===== src/rtl/multicycle_cpu.sv =====
// Multicycle 4-register CPU: FETCH/DECODE/EXEC/WB sequencing over a 16-bit instruction word.
// Instruction memory is external with a ready handshake; registers are readable via a debug port.
module multicycle_cpu #(
    parameter int unsigned DATA_W  = 16,
    parameter int unsigned IMEM_AW = 10
) (
    input  logic               clock,
    input  logic               resetn,
    output logic               imem_req,
    output logic [IMEM_AW-1:0] imem_addr,
    input  logic               imem_ready,
    input  logic [15:0]        imem_data,
    output logic [IMEM_AW-1:0] pc,
    output logic [15:0]        ir,
    output logic [DATA_W-1:0]  alu_out,
    output logic               zero,
    output logic               wb_valid,
    output logic               halted,
    input  logic [1:0]         dbg_addr,
    output logic [DATA_W-1:0]  dbg_data
);

    typedef enum logic [2:0] {StFetch, StDecode, StExec, StWb, StHalt} state_e;

    state_e             state_q, state_d;
    logic [IMEM_AW-1:0] pc_q;
    logic [15:0]        ir_q;
    logic [DATA_W-1:0]  rf_q [4];
    logic [DATA_W-1:0]  opa_q, opb_q, alu_q, alu_res;
    logic               taken_q;

    logic [3:0]         op;
    logic [1:0]         rs, rt, rd, dest;
    logic [DATA_W-1:0]  imm_ext;
    logic [IMEM_AW-1:0] pc_inc, pc_target;
    logic               is_rtype, is_addi, is_beq, is_bne, wb_en, eq;

    assign op        = ir_q[15:12];
    assign rs        = ir_q[11:10];
    assign rt        = ir_q[9:8];
    assign rd        = ir_q[7:6];
    assign imm_ext   = DATA_W'($signed(ir_q[7:0]));
    assign is_rtype  = (op <= 4'h4) || (op == 4'h6);
    assign is_addi   = (op == 4'h7);
    assign is_beq    = (op == 4'h8);
    assign is_bne    = (op == 4'h9);
    assign dest      = is_addi ? rt : rd;
    // r0 is hard-wired: a write to it is dropped and never reported
    assign wb_en     = (is_rtype || is_addi) && (dest != 2'd0);
    assign eq        = (opa_q == opb_q);
    assign pc_inc    = pc_q + IMEM_AW'(1);
    assign pc_target = pc_inc + IMEM_AW'($signed(ir_q[7:0]));

    always_comb begin
        unique case (op)
            4'h0:    alu_res = opa_q + opb_q;
            4'h1:    alu_res = opa_q - opb_q;
            4'h2:    alu_res = opa_q & opb_q;
            4'h3:    alu_res = opa_q | opb_q;
            4'h4:    alu_res = ~(opa_q | opb_q);
            4'h6:    alu_res = {{(DATA_W-1){1'b0}}, $signed(opa_q) < $signed(opb_q)};
            4'h7:    alu_res = opa_q + imm_ext;
            4'h8,
            4'h9:    alu_res = opa_q - opb_q;
            default: alu_res = opa_q + opb_q;
        endcase
    end

    always_comb begin
        state_d  = state_q;
        imem_req = 1'b0;
        wb_valid = 1'b0;
        halted   = 1'b0;
        case (state_q)
            StFetch: begin
                imem_req = resetn;
                if (imem_ready) state_d = StDecode;
            end
            StDecode: state_d = (op == 4'hf) ? StHalt : StExec;
            StExec:   state_d = StWb;
            StWb: begin
                wb_valid = wb_en;
                state_d  = StFetch;
            end
            StHalt:   halted = 1'b1;
            default:  state_d = StFetch;
        endcase
    end

    always_ff @(posedge clock or negedge resetn) begin
        if (!resetn) begin
            state_q <= StFetch;
            pc_q    <= '0;
            ir_q    <= '0;
            opa_q   <= '0;
            opb_q   <= '0;
            alu_q   <= '0;
            taken_q <= 1'b0;
            for (int i = 0; i < 4; i++) rf_q[i] <= '0;
        end else begin
            state_q <= state_d;
            case (state_q)
                StFetch: if (imem_ready) ir_q <= imem_data;
                StDecode: begin
                    opa_q <= rf_q[rs];
                    opb_q <= rf_q[rt];
                end
                StExec: begin
                    alu_q   <= alu_res;
                    taken_q <= (is_beq && eq) || (is_bne && !eq);
                end
                StWb: begin
                    if (wb_en) rf_q[dest] <= alu_q;
                    pc_q <= taken_q ? pc_target : pc_inc;
                end
                default: ;
            endcase
        end
    end

    assign imem_addr = pc_q;
    assign pc        = pc_q;
    assign ir        = ir_q;
    assign alu_out   = alu_q;
    assign zero      = (alu_q == '0);
    assign dbg_data  = rf_q[dbg_addr];

endmodule


===== config.mk =====
export PLATFORM = sky130hd
export DESIGN_NAME = multicycle_cpu
export DESIGN_NICKNAME = d
export VERILOG_FILES = /design/src/rtl/multicycle_cpu.sv
export SDC_FILE = /design/constraint.sdc
export NUM_CORES = 1
export LEC_CHECK = 0
export CAP_MARGIN = 20
export CORE_MARGIN = 1.5
export CORE_UTILIZATION = 60
export DETAILED_ROUTE_END_ITERATION = 8
export PLACE_DENSITY = 0.93
export SLEW_MARGIN = 20
export SYNTH_ARGS = -nofsm -noshare
export SYNTH_HDL_FRONTEND = slang
export SYNTH_SLANG_ARGS = --single-unit
export TNS_END_PERCENT = 10

===== constraint.sdc =====
create_clock -name clock -period 9 [get_ports clock]
set_input_delay 1.35 -clock clock [delete_from_list [all_inputs] [get_ports clock]]
set_output_delay 1.35 -clock clock [all_outputs]
set_load 0.02 [all_outputs]

== Word-level counts from Yosys, hierarchy flattened ==
Cells that the tools add are included.

* Input bits: 21
* Bits in registers: 142

* Equal/unequal tests: 15
* $add $sub $neg: 5
* Reductions and logical operators: 15
* $lt $le $gt $ge: 7
* Bitwise gates (word level): 8
* Muxes and demuxes: 21

{| class="wikitable"
|+ Operators by type and width
! cell !! count
|-
| 16-bit two-way mux || 7
|-
| 16-bit binary-select mux with 2-bit select || 3
|-
| 16-bit one-hot mux with 6 select lines || 1
|-
| 64-bit bitwise mux || 1
|-
| 16-bit adder || 2
|-
| 16-bit demux with 2-bit select || 1
|-
| 16-bit AND || 1
|-
| 16-bit == test || 1
|-
| 16-bit logical NOT || 1
|-
| 16-bit less-than comparator || 1
|-
| 16-bit NOT || 1
|-
| 16-bit OR || 1
|-
| 16-bit subtractor || 1
|-
| 4-bit by 3-bit == test with 1-bit output (second input constant) || 3
|-
| 4-bit == test (second input constant) || 3
|-
| 3-bit greater-or-equal comparator (second input constant) || 4
|-
| 2-bit NOT with 3-bit output || 4
|-
| 3-bit one-hot mux with 4 select lines || 1
|-
| 10-bit by 1-bit adder with 10-bit output (second input constant) || 1
|-
| 10-bit adder || 1
|-
| 10-bit two-way mux || 1
|-
| 4-bit by 2-bit == test with 1-bit output (second input constant) || 2
|-
| 3-bit by 2-bit == test with 1-bit output (second input constant) || 2
|-
| 3-bit two-way mux || 2
|-
| other kinds (16) || 25
|}

== Longest topological paths before layout ==
Gate-level depths: netlist of run 1.

* Depth in word-level cells: 8
* Depth in mapped cells: 16
* Gate-level depth less buffers: 13

== Worst setup path before layout of run 1 ==
Ideal clock, no wire load.

* Path kind: in2out
* Start point: in dbg_addr[0]
* End point: out dbg_data[10]
* Arrival: 2.670 ns
* Path slack: 4.980 ns
* Stages: 3
* Path buffers: 2
* Data required time: 7.650 ns
* Cell sequence: clkbuf_1 buf_2 mux4_2

* Longest elaborated chain between the ends: 4

{| class="wikitable"
|+ Ends and longest elaborated chain
! item !! RTL line !! RTL
|-
| start: declaration || 19 || <nowiki>input logic [1:0] dbg_addr,</nowiki>
|-
| 2-bit NOT with 3-bit output (implied by the code) || 126 || <nowiki>assign dbg_data = rf_q[dbg_addr];</nowiki>
|-
| 16-bit binary-select mux with 2-bit select || 126 ||
|-
| 16-bit two-way mux (implied by the code) (2 in a row) || 126 ||
|-
| end: declaration || 20 || <nowiki>output logic [DATA_W-1:0] dbg_data</nowiki>
|}

No other way between the ends. The select of a mux whose other input is x is not followed.

== Final worst setup path of run 1 ==
* Start point: in dbg_addr[1]
* End point: out dbg_data[6]

The elaborated chain is that of the path after synthesis.

==> results.tsv, run 1 <==
metric	value	unit
CTS resizes	0	
effective utilization at floorplan	0.6163	
antenna violations before repair	0	
type of origin of the critical path	input pin	
synth unique cells	72	
fmax	208.2	MHz
Max clock buf depth	2	
routability congestion estimate	0.9670	
I/O Pins	93	
GRT Total Usage	0.3434	
via count	8237	
Layout Skew	13.09	ps
yosys warns	0	
die area	17150	um^2
Root Buffer	clkbuf_16	
Synth top area share	0.3616	
Residual DRC	0	
Final Hold Fails	0	
#FFs+latches synth	142	
most frequent cells after synthesis	dfrtp_1 (142), nand2_1 (86), o21ai_0 (86)	
setup TNS	0	ps
WL final	27.88	mm
fill cell count	1107	
crit path DAT	3450	ps
Max VDD drop	0.0002798	V
vias per cell	6.659	
Final Core Density	0.7080	
drt wl/cell	22.54	um
num rows	46	
final setup vio count	0	
critical path required time	7650	ps
cts hold-fix bufs	0	
vias in the first global route	8084	
DR iter-0 viols	971	
port bufs	92	
die width	131.0	um
share of layout cells above drive strength 1	0.1587	
first-pass GRT wire length	44.17	mm
slowest library cell on the worst path	clkdlybuf4s50_1	
RSZ-0062 raised after global routing	false	
chip height	131.0	um
n_diodes	0	
PwrDens	412.6	nW/um^2
Slew HR	0.2078	
Final ANT Viol Nets	0	
Tightest Pin Transition	1188	ps
largest net degree at the start of global routing	79	
final slew viol count	0	
CP Capture Type	primary output	
Gate Count Post-Synth	967	
postcts setup bufs	0	
# nets final	1105	
status	finished, final reports clean	
crit path max fanout	16	
critical path cell sequence	clkdlybuf4s50_1 > mux4_2 > clkdlybuf4s50_1	
CTS Buf Count	17	
post-synth top area cell	dfrtp_1	
core region area	15940	um^2
sequential fraction of the synthesis area	0.3616	
clock sinks	142	
synthesized area	9826	um^2
Post-Syn Nets	1064	
syn_area_per_cell	10.16	um^2
R2R setup slack	4870	ps
crit-path max cell delay	1080	ps
Synth async-reset ratio	1.000	
DP Wirelength	18.74	mm
leakage power	4.840	nW
top-count cell post-synth	dfrtp_1	
CP dominant cell by count	clkdlybuf4s50_1	
Post-synth top flop	dfrtp_1	
area delta synth->final	14.87	%
Skew-Pair Late Insertion Delay	430	ps
Reg clk slew, reported paths	60	ps
first drt pass iteration count	6	
synth top area cells	dfrtp_1 (36%), mux4_2 (11%), ha_1 (9.3%)	
Post-synth EDFFs	0	
Crit Path Category	input pin to primary output	
Hold Path Class	flip-flop to flip-flop	
CTS tree	done	
fin crit period	4803	ps
total gr overflow	0	
H-tree depth	4	
Final Cycle Share	0.5337	
maxcap violations	0	
## area by class of cell
class                   count  area, um^2  area share
clock buffers              19       442.9     0.03924
clock inverters            13       128.9     0.01142
inverters                  57       214.0     0.01896
multi-input cells         693        5723      0.5070
flip-flops and latches    142        3553      0.3148
well taps                 216       270.3     0.02394
repair buffers             97       954.7     0.08458
## worst paths after layout
kind,from,cells after the start,to
hold reg to reg,rf_q[48],0,rf_q[48]
setup reg to reg,ir[14],11,alu_out[14]
hold / removal,rf_q[48],0,rf_q[48]
max in group asynchronous,resetn,2,opa_q[0]
min in group asynchronous,resetn,1,rf_q[29]
setup / recovery,dbg_addr[1],3,dbg_data[6]
## cell families (layout without fill, tap and decap cells)
| kind of cell | Yosys count | in the layout | synth area share |
|---|---|---|---|
| buffers and inverters | 132 | 186 | 0.05718 |
| multiplexers | 117 | 117 | 0.1885 |
| AND/OR/NAND/NOR | 227 | 227 | 0.1095 |
| adder cells (fa/ha/maj) | 76 | 76 | 0.09907 |
| AO/OA/AOI/OAI | 237 | 237 | 0.1520 |
| flip-flops | 142 | 142 | 0.3616 |
| XOR/XNOR | 36 | 36 | 0.03209 |
## power breakdown
group	internal (mW)	switching, mW	total [mW]
combinational	1.19	1.46	2.66
sequential	0.877	0.429	1.31
clock	0.393	0.302	0.695
## metrics by stage
step                instances  instance area [um^2]  hold WS [ps]  setup WS [ps]  total power, mW
finish                   1237                 11290         422.4           4197            4.658
global route             1237                 11290         443.1           4161            4.931
CTS                      1237                 11280         417.7           3734            4.596
detailed placement       1205                 10710         404.2           3782            3.857
global placement         1205                 10710         400.7           3874            3.761
floorplan                 967                  9826         458.0           4980            3.107
## layer usage
metal / global-route usage / share of wire
met5: 0 / 0
met2: 0.5359 / 0.47
met1: 0.4604 / 0.40
met3: 0.08225 / 0.094
met4: 0.1506 / 0.039
## worst max-delay path, delay by kind of cell
kind / cells / cell delay (ps)
mux: 1 / 380
buf+inv: 2 / 1710
## sequential cells by signal, summed over array words and instances, names as in the netlist
name / count
alu_out: 16
imem_addr: 10
ir: 16
opa_q: 16
opb_q: 16
rf_q: 64
state_q: 3
taken_q: 1
## cells in the final DEF (no fill, tap or decap), types with 48 or more instances in the layout
master / n
mux4_2: 48
clkdlybuf4s50_1: 90
dfrtp_1: 142
ha_1: 73
inv_1: 57
a21oi_1: 55
mux2_2: 64
nand2_1: 86
o21ai_0: 86
nor2_1: 53
Power figures use the tool's default switching activity.
==> inputs of run 2 (changes only) <==
--- a/config.mk
+++ b/config.mk
@@ -7,9 +7,9 @@
 export LEC_CHECK = 0
 export CAP_MARGIN = 20
 export CORE_MARGIN = 1.5
-export CORE_UTILIZATION = 60
+export CORE_UTILIZATION = 53
 export DETAILED_ROUTE_END_ITERATION = 8
-export PLACE_DENSITY = 0.93
+export PLACE_DENSITY = 0.88
 export SLEW_MARGIN = 20
 export SYNTH_ARGS = -nofsm -noshare
 export SYNTH_HDL_FRONTEND = slang
==> constraint.sdc (replaced) <==
create_clock -name clock -period 4.2 [get_ports clock]
set_input_delay 0.63 -clock clock [delete_from_list [all_inputs] [get_ports clock]]
set_output_delay 0.63 -clock clock [all_outputs]
set_load 0.02 [all_outputs]
==> run 2 against run 1 <==
- the run now ends with design-rule violations left
- global-route usage fell by 5.4 points
- first-iteration DRC count fell by 3.8%
- critical path depth rose by 9
- flip-flop and latch count did not move
- critical path type is now flip-flop to flip-flop
- critical endpoint is now alu_out[14]
==> results.tsv, run 2 (synthesized netlist as in run 1, its figures left out) <==
metric	value	unit	change
number of flip-flops in the largest register	64		unchanged
combinational group share of total power	0.582		+0.012
n_diodes	0		unchanged
DP Wirelength	19.19	mm	+2.4%
num rows	49		+6.5%
met3 wire length	2.832	mm	+7.8%
crit path DAT	3820	ps	+370 ps
failing checks	design-rule violations		
Final ANT Viol Nets	0		unchanged
Multi-input gate area	5722	um^2	about the same
RSZ-0062 raised after global routing	false		
maxcap violations	0		unchanged
setup TNS	0	ps	unchanged
Max VDD drop	0.0006105	V	+120%
Root Buffer	clkbuf_16		
most frequent cells in the layout	dfrtp_1 (142), clkdlybuf4s50_1 (91), nand2_1 (86), o21ai_0 (86), ha_1 (73)		
Slew HR	0.3457		+0.1379
Residual DRC	8		+8
crit path max fanout	22		+6
vias per cell	6.390		-4.0%
WL final	27.19	mm	-2.5%
Tightest Pin Transition	979.1	ps	-209.2 ps
CP Capture Type	flip-flop		
Final Cycle Share	0.8387		
# nets final	1117		+1.1%
DR iter-0 viols	934		-3.8%
die width	139.2	um	+6.3%
Reg area	3553	um^2	unchanged
Skew-Pair Late Insertion Delay	430	ps	about the same
type of origin of the critical path	flip-flop		
Hold Path Class	input pin to async pin		
share of layout cells above drive strength 1	0.1655		+0.006869
die area	19370	um^2	+13%
status	finished, violations left		
met1 WL	11.03	mm	-1.2%
port bufs	92		unchanged
cts hold-fix bufs	0		unchanged
total gr overflow	0		unchanged
final slew viol count	0		unchanged
Final Core Density	0.6315		-0.07643
Max clock buf depth	2		unchanged
fmax	283.9	MHz	
I/O Pins	93		unchanged
switching power total	4.612	mW	+110%
commonest non-fill, non-tap cell in the layout	dfrtp_1		
drt wl/cell	21.54	um	-4.4%
R2R setup slack	680	ps	-4190 ps
vias in the first global route	7988		-1.2%
GRT Total Usage	0.2890		-0.05445
largest net degree at the start of global routing	76		-3.8%
effective utilization at floorplan	0.5433		-0.07304
Reg2Reg Capture Point	alu_out[14]		
Reg clk slew, reported paths	60	ps	about the same
register name with the most flops	rf_q		
core region area	18090	um^2	+13%
first drt pass iteration count	9		+3
fill cell count	1362		+23%
Worst Reg-to-Reg Cells	12		+1
PwrDens	878.8	nW/um^2	+110%
Crit path buffers/inverters	1		-1
crit-path max cell delay	600	ps	-480 ps
Top Metal Used	met4		
placed cell count	1230		+2.1%
reg2reg start	ir[13]		
CTS Buf Count	17		unchanged
Non-Filler Instances	1262		+2.0%
critical path cell sequence	and4b_1 > buf_4 > nand2_1 > o21ai_0 > ha_1 > o21a_1 > o211ai_1 > a31oi_1 > a211o_1 > a311oi_1 > mux2i_1 > o21ai_1		
area delta synth->final	16.25	%	
Layout Skew	13.31	ps	+0.2233 ps
CTS tree	done		
final setup vio count	0		unchanged
switch share	0.4595		-0.01133
CTS resizes	0		unchanged
Clock Power Share	0.153		+0.004
slowest library cell on the worst path	dfrtp_1		
routability congestion estimate	1.035		+7.0%
antenna violations before repair	0		unchanged
met2 WL post-DR	12.47	mm	-4.0%
postcts setup bufs	0		unchanged
P_int	5.426	mW	+120%
Final Hold Fails	0		unchanged
Flop pwr share	0.265		-0.016
critical path required time	4500	ps	-3150 ps
top cell family by delay on the critical path	compound AO/OA/AOI/OAI gates		
chip height	139.2	um	+6.3%
first-pass GRT wire length	43.55	mm	-1.4%
via count	8064		-2.1%
clock sinks	142		unchanged
H-tree depth	4		unchanged
leakage power	4.912	nW	+1.5%
Crit Path Category	flip-flop to flip-flop		
fin crit period	3523	ps	
[run 2: power groups by stage]
| stage | Combinational (mW) | Sequential (mW) | Clock, mW |
|---|---|---|---|
| after floorplan | 4.09 | 2.57 | 0 |
| final | 5.84 | 2.66 | 1.53 |
| after detailed placement | 5.68 | 2.65 | 0 |
| after global placement | 5.53 | 2.60 | 0 |
| after global routing | 6.30 | 2.74 | 1.60 |
| after CTS | 5.75 | 2.63 | 1.55 |
[run 2: layout make-up]
class,instances,area share
clock buffer,24,0.04305
sequential,142,0.3111
clock inverter,8,0.009201
inverter,57,0.01873
timing repair buffer,109,0.09191
multi-input combinational,693,0.5009
tap,229,0.02508
[run 2: how the worst max path moves through the flow]
stage	startpoint	endpoint	cells after the start	slack, ps
after global routing	ir[13]	alu_out[12]	13	470
after CTS	ir[13]	alu_out[14]	12	730
after detailed placement	ir[13]	alu_out[14]	12	760
final	ir[13]	alu_out[14]	12	680
after global placement	ir[13]	alu_out[14]	12	940
after floorplan	ir[14]	alu_out[12]	16	840
[run 2: worst register-to-register path: cells and delay by family, from the launching register on]
kind	cells	cell delay (ps)
DFF	1	600
AOI/OAI and AO/OA	7	1290
adders and majority gates	1	330
muxes	1	220
buffers and inverters	1	300
and+or+nand+nor	2	680
[run 2: stage by stage]
step / instance area, um^2 / power (mW) / hold WS [ps] / worst slack, ps
after floorplan: 9826 / 6.658 / 334.4 / 835.5
after global routing: 11420 / 10.64 / 122.8 / 471.9
final: 11420 / 10.04 / 105.6 / 677.3
after global placement: 10820 / 8.131 / 395.1 / 943.9
after detailed placement: 10820 / 8.330 / 402.4 / 760.9
after CTS: 11420 / 9.936 / 104.7 / 729.2
[run 2: per-layer routing]
| layer | track usage | vias to the layer above |
|---|---|---|
| met5 | 0 | - |
| met4 | 0.1193 | 0 |
| met3 | 0.07044 | 73 |
| met2 | 0.4463 | 453 |
| met1 | 0.3922 | 3923 |
| li1 | - | 3615 |
